<file path="src/rtl/qmult_sched_pkg.sv">
// Shared types and elaboration helpers for the multiplier scheduler.
package qmult_sched_pkg;

  typedef enum logic [1:0] {StIdle, StLaunch, StWait, StDone} state_e;

  // Multiplier latency beyond the operand width.
  localparam int unsigned DefLatExtra = 4;

  function automatic int unsigned cnt_width(input int unsigned lat);
    return (lat > 1) ? $clog2(lat) : 1;
  endfunction

  function automatic int unsigned idx_width(input int unsigned n);
    return (n > 1) ? $clog2(n) : 1;
  endfunction

endpackage

</file>
<file path="src/rtl/qmult_sched_rr_arbiter.sv">
// Round-robin arbiter: one-hot grant to the first request at or after i_ptr, wrapping.
module qmult_sched_rr_arbiter import qmult_sched_pkg::*; #(
  parameter int unsigned NREQ = 4,
  localparam int unsigned PW = idx_width(NREQ)
) (
  input  logic [NREQ-1:0] i_req,
  input  logic [PW-1:0]   i_ptr,
  output logic [NREQ-1:0] o_gnt
);

  logic [PW:0]   w_sum;
  logic [PW-1:0] w_idx;
  logic          w_found;

  always_comb begin
    o_gnt   = '0;
    w_sum   = '0;
    w_idx   = '0;
    w_found = 1'b0;
    for (int i = 0; i < NREQ; i++) begin
      w_sum = {1'b0, i_ptr} + (PW + 1)'(i);
      if (w_sum >= (PW + 1)'(NREQ)) w_sum = w_sum - (PW + 1)'(NREQ);
      w_idx = w_sum[PW-1:0];
      if (!w_found && i_req[w_idx]) begin
        o_gnt[w_idx] = 1'b1;
        w_found      = 1'b1;
      end
    end
  end

endmodule

</file>
<file path="src/rtl/qmult_sched.sv">
// Shares one sequential Q-format multiplier among NREQ requesters, round-robin.
module qmult_sched import qmult_sched_pkg::*; #(
  parameter int unsigned N       = 32,
  parameter int unsigned Q       = 15,
  parameter int unsigned NREQ    = 4,
  parameter int unsigned MUL_LAT = N + DefLatExtra
) (
  input  logic              i_clk,
  input  logic              rst,
  input  logic [NREQ-1:0]   i_req,
  input  logic [NREQ*N-1:0] i_a,
  input  logic [NREQ*N-1:0] i_b,
  output logic [NREQ-1:0]   o_ack,
  output logic [NREQ-1:0]   o_valid,
  output logic [N-1:0]      o_result,
  output logic              o_overflow,
  output logic              o_busy,
  output logic              o_err,
  output logic              o_mul_start,
  output logic [N-1:0]      o_mul_a,
  output logic [N-1:0]      o_mul_b,
  input  logic [N-1:0]      i_mul_result,
  input  logic              i_mul_overflow,
  input  logic              i_mul_complete
);

  localparam int unsigned PW = idx_width(NREQ);
  localparam int unsigned CW = cnt_width(MUL_LAT);

  if (NREQ < 2 || NREQ > 16) begin : g_bad_nreq
    $error("qmult_sched: NREQ must be in 2..16");
  end
  if (Q >= N) begin : g_bad_q
    $error("qmult_sched: Q must be below N");
  end

  state_e          r_state, w_state_nxt;
  logic [PW-1:0]   r_ptr, r_gnt, w_gnt_idx;
  logic [NREQ-1:0] w_gnt, w_gnt_oh;
  logic [CW-1:0]   r_cnt;
  logic [N-1:0]    r_mul_a, r_mul_b, r_result;
  logic            r_overflow, r_err;

  qmult_sched_rr_arbiter #(
    .NREQ (NREQ)
  ) u_arb (
    .i_req (i_req),
    .i_ptr (r_ptr),
    .o_gnt (w_gnt)
  );

  always_comb begin
    w_gnt_idx = '0;
    for (int i = 0; i < NREQ; i++) begin
      if (w_gnt[i]) w_gnt_idx = PW'(i);
    end
  end

  always_ff @(posedge i_clk or posedge rst) begin
    if (rst) r_state <= StIdle;
    else     r_state <= w_state_nxt;
  end

  always_comb begin
    w_state_nxt = r_state;
    unique case (r_state)
      StIdle:   if (|i_req) w_state_nxt = StLaunch;
      StLaunch: w_state_nxt = StWait;
      StWait:   if (r_cnt == '0) w_state_nxt = StDone;
      StDone:   w_state_nxt = StIdle;
      default:  w_state_nxt = StIdle;
    endcase
  end

  always_ff @(posedge i_clk or posedge rst) begin
    if (rst) begin
      r_ptr      <= '0;
      r_gnt      <= '0;
      r_cnt      <= '0;
      r_mul_a    <= '0;
      r_mul_b    <= '0;
      r_result   <= '0;
      r_overflow <= 1'b0;
      r_err      <= 1'b0;
    end else begin
      case (r_state)
        StIdle: begin
          if (|i_req) begin
            r_gnt   <= w_gnt_idx;
            r_mul_a <= i_a[N*int'(w_gnt_idx) +: N];
            r_mul_b <= i_b[N*int'(w_gnt_idx) +: N];
          end
        end
        StLaunch: begin
          r_cnt <= CW'(MUL_LAT - 1);
          r_ptr <= (r_gnt == PW'(NREQ - 1)) ? '0 : r_gnt + PW'(1);
        end
        StWait: begin
          if (r_cnt == '0) begin
            r_result   <= i_mul_result;
            r_overflow <= i_mul_overflow;
            // Sticky until reset: the multiplier was sampled before it finished.
            if (!i_mul_complete) r_err <= 1'b1;
          end else begin
            r_cnt <= r_cnt - CW'(1);
          end
        end
        default: ;
      endcase
    end
  end

  assign w_gnt_oh    = NREQ'(1) << r_gnt;
  assign o_mul_start = (r_state == StLaunch);
  assign o_ack       = (r_state == StLaunch) ? w_gnt_oh : '0;
  assign o_valid     = (r_state == StDone) ? w_gnt_oh : '0;
  assign o_busy      = (r_state != StIdle);
  assign o_result    = r_result;
  assign o_overflow  = r_overflow;
  assign o_err       = r_err;
  assign o_mul_a     = r_mul_a;
  assign o_mul_b     = r_mul_b;

endmodule

</file>
<file path="config.mk">
export PLATFORM = sky130hd
export DESIGN_NAME = qmult_sched
export DESIGN_NICKNAME = d
export VERILOG_FILES = /design/src/rtl/qmult_sched_pkg.sv /design/src/rtl/qmult_sched_rr_arbiter.sv /design/src/rtl/qmult_sched.sv
export SDC_FILE = /design/constraint.sdc
export NUM_CORES = 1
export LEC_CHECK = 0
export BUFFER_PORTS_ARGS = -buffer_cell sky130_fd_sc_hd__buf_2
export CAP_MARGIN = 20
export CORE_AREA = 2 2 155 157
export CTS_CLUSTER_SIZE = 16
export DETAILED_ROUTE_END_ITERATION = 8
export DIE_AREA = 0 0 157 159
export HOLD_SLACK_MARGIN = 0.15
export PLACE_DENSITY = 0.57
export SKIP_LAST_GASP = 1
export SYNTH_ARGS = -nofsm -noshare
export SYNTH_HDL_FRONTEND = slang
export SYNTH_SLANG_ARGS = --single-unit
</file>
<file path="constraint.sdc">
create_clock -name i_clk -period 3.4 [get_ports i_clk]
set_input_delay 0.34 -clock i_clk [delete_from_list [all_inputs] [get_ports i_clk]]
set_output_delay 0.34 -clock i_clk [all_outputs]
set_load 0.02 [all_outputs]
</file>
==> insert_results.sql <==
INSERT INTO impl_metrics (metric_group, metric, value, unit) VALUES
('place', 'numPlacedInstances', '1451', ''),
('routing', 'vias_per_cell', '5.30', ''),
('finish', 'ff_latch_area', '2750', 'um^2'),
('floorplan', 'ios', '404', ''),
('global_routing', 'grt_first_pass_wirelength', '42.5', 'mm'),
('yosys', 'post_synth_fa_ha_maj_area_fraction', '2.75', '%'),
('yosys', 'postSynthAreaPerCell', '8.75', 'um^2'),
('yosys', 'yosysTopAreaCell', 'sky130_fd_sc_hd__dfrtp_1', ''),
('finish', 'layoutNonFillerInstCount', '1471', ''),
('yosys', 'ys_seq_area_share', '40.3', '%'),
('critical_path', 'cp.arrival', '3.48', 'ns'),
('timing', 'final-hold-violation-count', '0', ''),
('routing', 'detailroute.via_count', '7798', ''),
('pwr', 'report.power.total', '10.5', 'mW'),
('yosys', 'muxShareOfSynthArea', '6.75', '%'),
('finish', 'layout.nets', '1458', ''),
('global_routing', 'first_global_vias', '7591', ''),
('yosys', 'synth_top_cells_by_area', 'sky130_fd_sc_hd__dfrtp_1 40%, sky130_fd_sc_hd__nand3_1 9.4%, sky130_fd_sc_hd__a211o_1 8.2%', ''),
('pwr', 'ir_drop', '504', 'uV'),
('yosys', 'synth.ff_latch_count', '110', ''),
('yosys', 'netlist_instances', '781', ''),
('place', 'place_area', '9270', 'um^2'),
('timing', 'rsz0062_at_grt', 'no', ''),
('global_routing', 'grt_max_degree', '80', ''),
('timing', 'tns', '0', 'ns'),
('timing', 'slew_violations', '0', ''),
('yosys', 'synth_ff_type', 'sky130_fd_sc_hd__dfrtp_1', ''),
('floorplan', 'design.core.area', '23200', 'um^2'),
('critical_path', 'critPathLaunchType', 'flip-flop', ''),
('timing', 'fmaxAchievable', '312', 'MHz'),
('timing', 'worst-slew-pin-transition', '0.719', 'ns'),
('clock_network', 'cts.root.buffer_cell', 'sky130_fd_sc_hd__clkbuf_16', ''),
('floorplan', 'die_h', '159', 'um'),
('finish', 'fillerInstances', '2390', ''),
('yosys', 'synth_simple_gate_area_share', '17.0', '%'),
('finish', 'multiInputGateArea', '3710', 'um^2'),
('floorplan', 'initial_utilization', '29.5', '%'),
('routing', 'wl_per_cell', '19.5', 'um'),
('floorplan', 'die-area', '25000', 'um^2'),
('finish', 'drive_gt1_share', '43.5', '%'),
('critical_path', 'cp.required', '3.68', 'ns'),
('timing', 'finalCritPeriodShare', '94.1', '%'),
('run', 'maxCapViolations', '0', ''),
('critical_path', 'timing.reg2reg.setup_slack', '0.20', 'ns'),
('routing', 'route.final.wire_length', '28.7', 'mm'),
('finish', 'antenna_cells_inserted', '0', ''),
('place', 'finalWeightedCongestion', '0.832', ''),
('clock_network', 'clkLatencyLatePin', '0.36', 'ns'),
('clock_network', 'cts_made_buffers', '9', ''),
('floorplan', 'rows', '56', ''),
('finish', 'area_grow_syn2layout', '40.8', '%'),
('yosys', 'area_fraction_in_compound_gates_after_synthesis', '26.5', '%'),
('clock_network', 'clkSlewWorstSetupHoldPaths', '0.09', 'ns'),
('clock_network', 'clock_sinks', '110', ''),
('yosys', 'synth-async-reset-ratio', '100', '%'),
('place', 'dp_hpwl', '20.5', 'mm'),
('timing', 'timing.max_slew.rel_slack', '51.6', '%'),
('yosys', 'synth.distinct_cells', '47', ''),
('run_status', 'outcome', 'finished, final reports clean', ''),
('clock_network', 'cts_tree', 'yes', ''),
('timing', 'fin_skew', '0.0137', 'ns'),
('timing', 'setup_viol', '0', ''),
('routing', 'drt_pass1_iterations', '5', ''),
('yosys', 'synth_top_family_by_area', 'compound AO/OA/AOI/OAI gates', ''),
('pwr', 'pwr_density_cell', '1090', 'nW/um^2'),
('yosys', 'count_of_yosys_warnings_during_synthesis', '0', ''),
('yosys', 'post_synth_edffs', '0', ''),
('place', 'portBuffers', '403', ''),
('clock_network', 'cts_max_path_buffers', '2', ''),
('hold_path', 'hold_path.class', 'in2reg', ''),
('routing', 'final_antenna_net_count', '0', '');
==> power by group <==
part           switching (mW)  leakage (nW)  internal, mW
logic                    4.40          3.14          2.67
registers               0.363          1.26          2.00
clock network           0.582         0.144         0.523
==> kinds of logic after synthesis <==
kind of cell             Yosys count
flip-flops                       110
AND/OR/NAND/NOR                  240
AO/OA/AOI/OAI                    281
multiplexers                      38
XOR/XNOR                           4
buffers and inverters             93
adder cells (fa/ha/maj)           15
==> cells in the final DEF, fill, tap and decap left out, drive strengths merged, types with 3 or more instances in the layout <==
| master | n |
|---|---|
| a31oi | 64 |
| clkinv | 4 |
| dfrtp | 110 |
| mux4 | 3 |
| nor4 | 3 |
| nand2 | 10 |
| nand3 | 129 |
| inv | 14 |
| and2 | 10 |
| a211o | 64 |
| ha | 15 |
| nor2b | 3 |
| o21ai | 72 |
| clkbuf | 10 |
| nand2b | 3 |
| mux2 | 35 |
| a21oi | 67 |
| nor2 | 71 |
| buf | 433 |
==> metrics by stage <==
| stage | utilization (%) | hold slack [ns] | worst slack [ns] |
|---|---|---|---|
| final | 41.5 | 0.204 | 0.200 |
| after global routing | 41.5 | 0.192 | 0.0119 |
| after CTS | 41.4 | 0.188 | 0.202 |
| after detailed placement | 40.0 | 0.461 | 0.208 |
| after global placement | 40.0 | 0.469 | 0.333 |
| after floorplan | - | 0.440 | 0.158 |
==> synth_stat cells, drive strengths merged, types with 2 or more instances <==
library cell	number
a31oi	64
a211o	64
a2bb2oi	2
inv	12
a21oi	67
or3b	2
xor2	2
o21a	2
nand2	10
nor2	71
mux2	35
o21ai	72
nand3	129
nor4	3
and3	2
clkbuf	43
xnor2	2
dfrtp	110
and2	10
mux4	3
buf	38
nor2b	3
nand2b	3
ha	15
==> timing repair <==
| item | 4_1_cts | 5_1_grt |
|---|---|---|
| hold buffers | 2 | 0 |
| buffers inserted | 0 | 1 |
| gates resized for setup | 0 | 3 |
| endpoints found under the setup margin | 0 | 12 |
| hold endpoints to repair | 50 | 0 |
==> per-layer routing <==
metal  global-route usage (%)  wire length (um)
met5                        0                32
met4                     5.67               429
met3                     5.85              2700
met2                     37.6             14000
met1                     26.9             11600
==> sequential cells by signal (all words and copies together) (netlist names) <==
| signal | cells |
|---|---|
| o_err | 1 |
| r_gnt | 2 |
| r_ptr | 2 |
| r_cnt | 6 |
| o_overflow | 1 |
| o_result | 32 |
| o_mul_b | 32 |
| r_state | 2 |
| o_mul_a | 32 |
==> final cells by class <==
type	count	area share, %
well taps	319	4.15
inverters	12	0.494
clock buffers	9	2.34
multi-input cells	578	38.6
flip-flops and latches	110	28.6
repair buffers	436	25.0
clock inverters	7	0.806
==> worst max-delay path, stage by stage (launching register included) <==
cell                        delay, ns
sky130_fd_sc_hd__dfrtp_1         0.48
sky130_fd_sc_hd__inv_1           0.12
sky130_fd_sc_hd__ha_1            0.39
sky130_fd_sc_hd__or3b_1          0.46
sky130_fd_sc_hd__a2111oi_4       0.38
sky130_fd_sc_hd__buf_4           0.19
sky130_fd_sc_hd__o21a_2          0.15
sky130_fd_sc_hd__buf_4           0.31
sky130_fd_sc_hd__o21ai_0         0.17
sky130_fd_sc_hd__a211o_1         0.32
sky130_fd_sc_hd__a31oi_1         0.16
==> path summary, 6_finish.rpt <==
check,depth (start not counted),start,end
worst max-delay path,10,r_ptr[1],o_mul_a[15]
worst min-delay path,2,i_mul_result[9],o_result[9]
worst max register to register,10,r_ptr[1],o_mul_a[15]
worst min register to register,1,o_err,o_err
max in group asynchronous,4,rst,o_mul_b[27]
min in group asynchronous,3,rst,r_ptr[0]
Power figures use the tool's default switching activity.
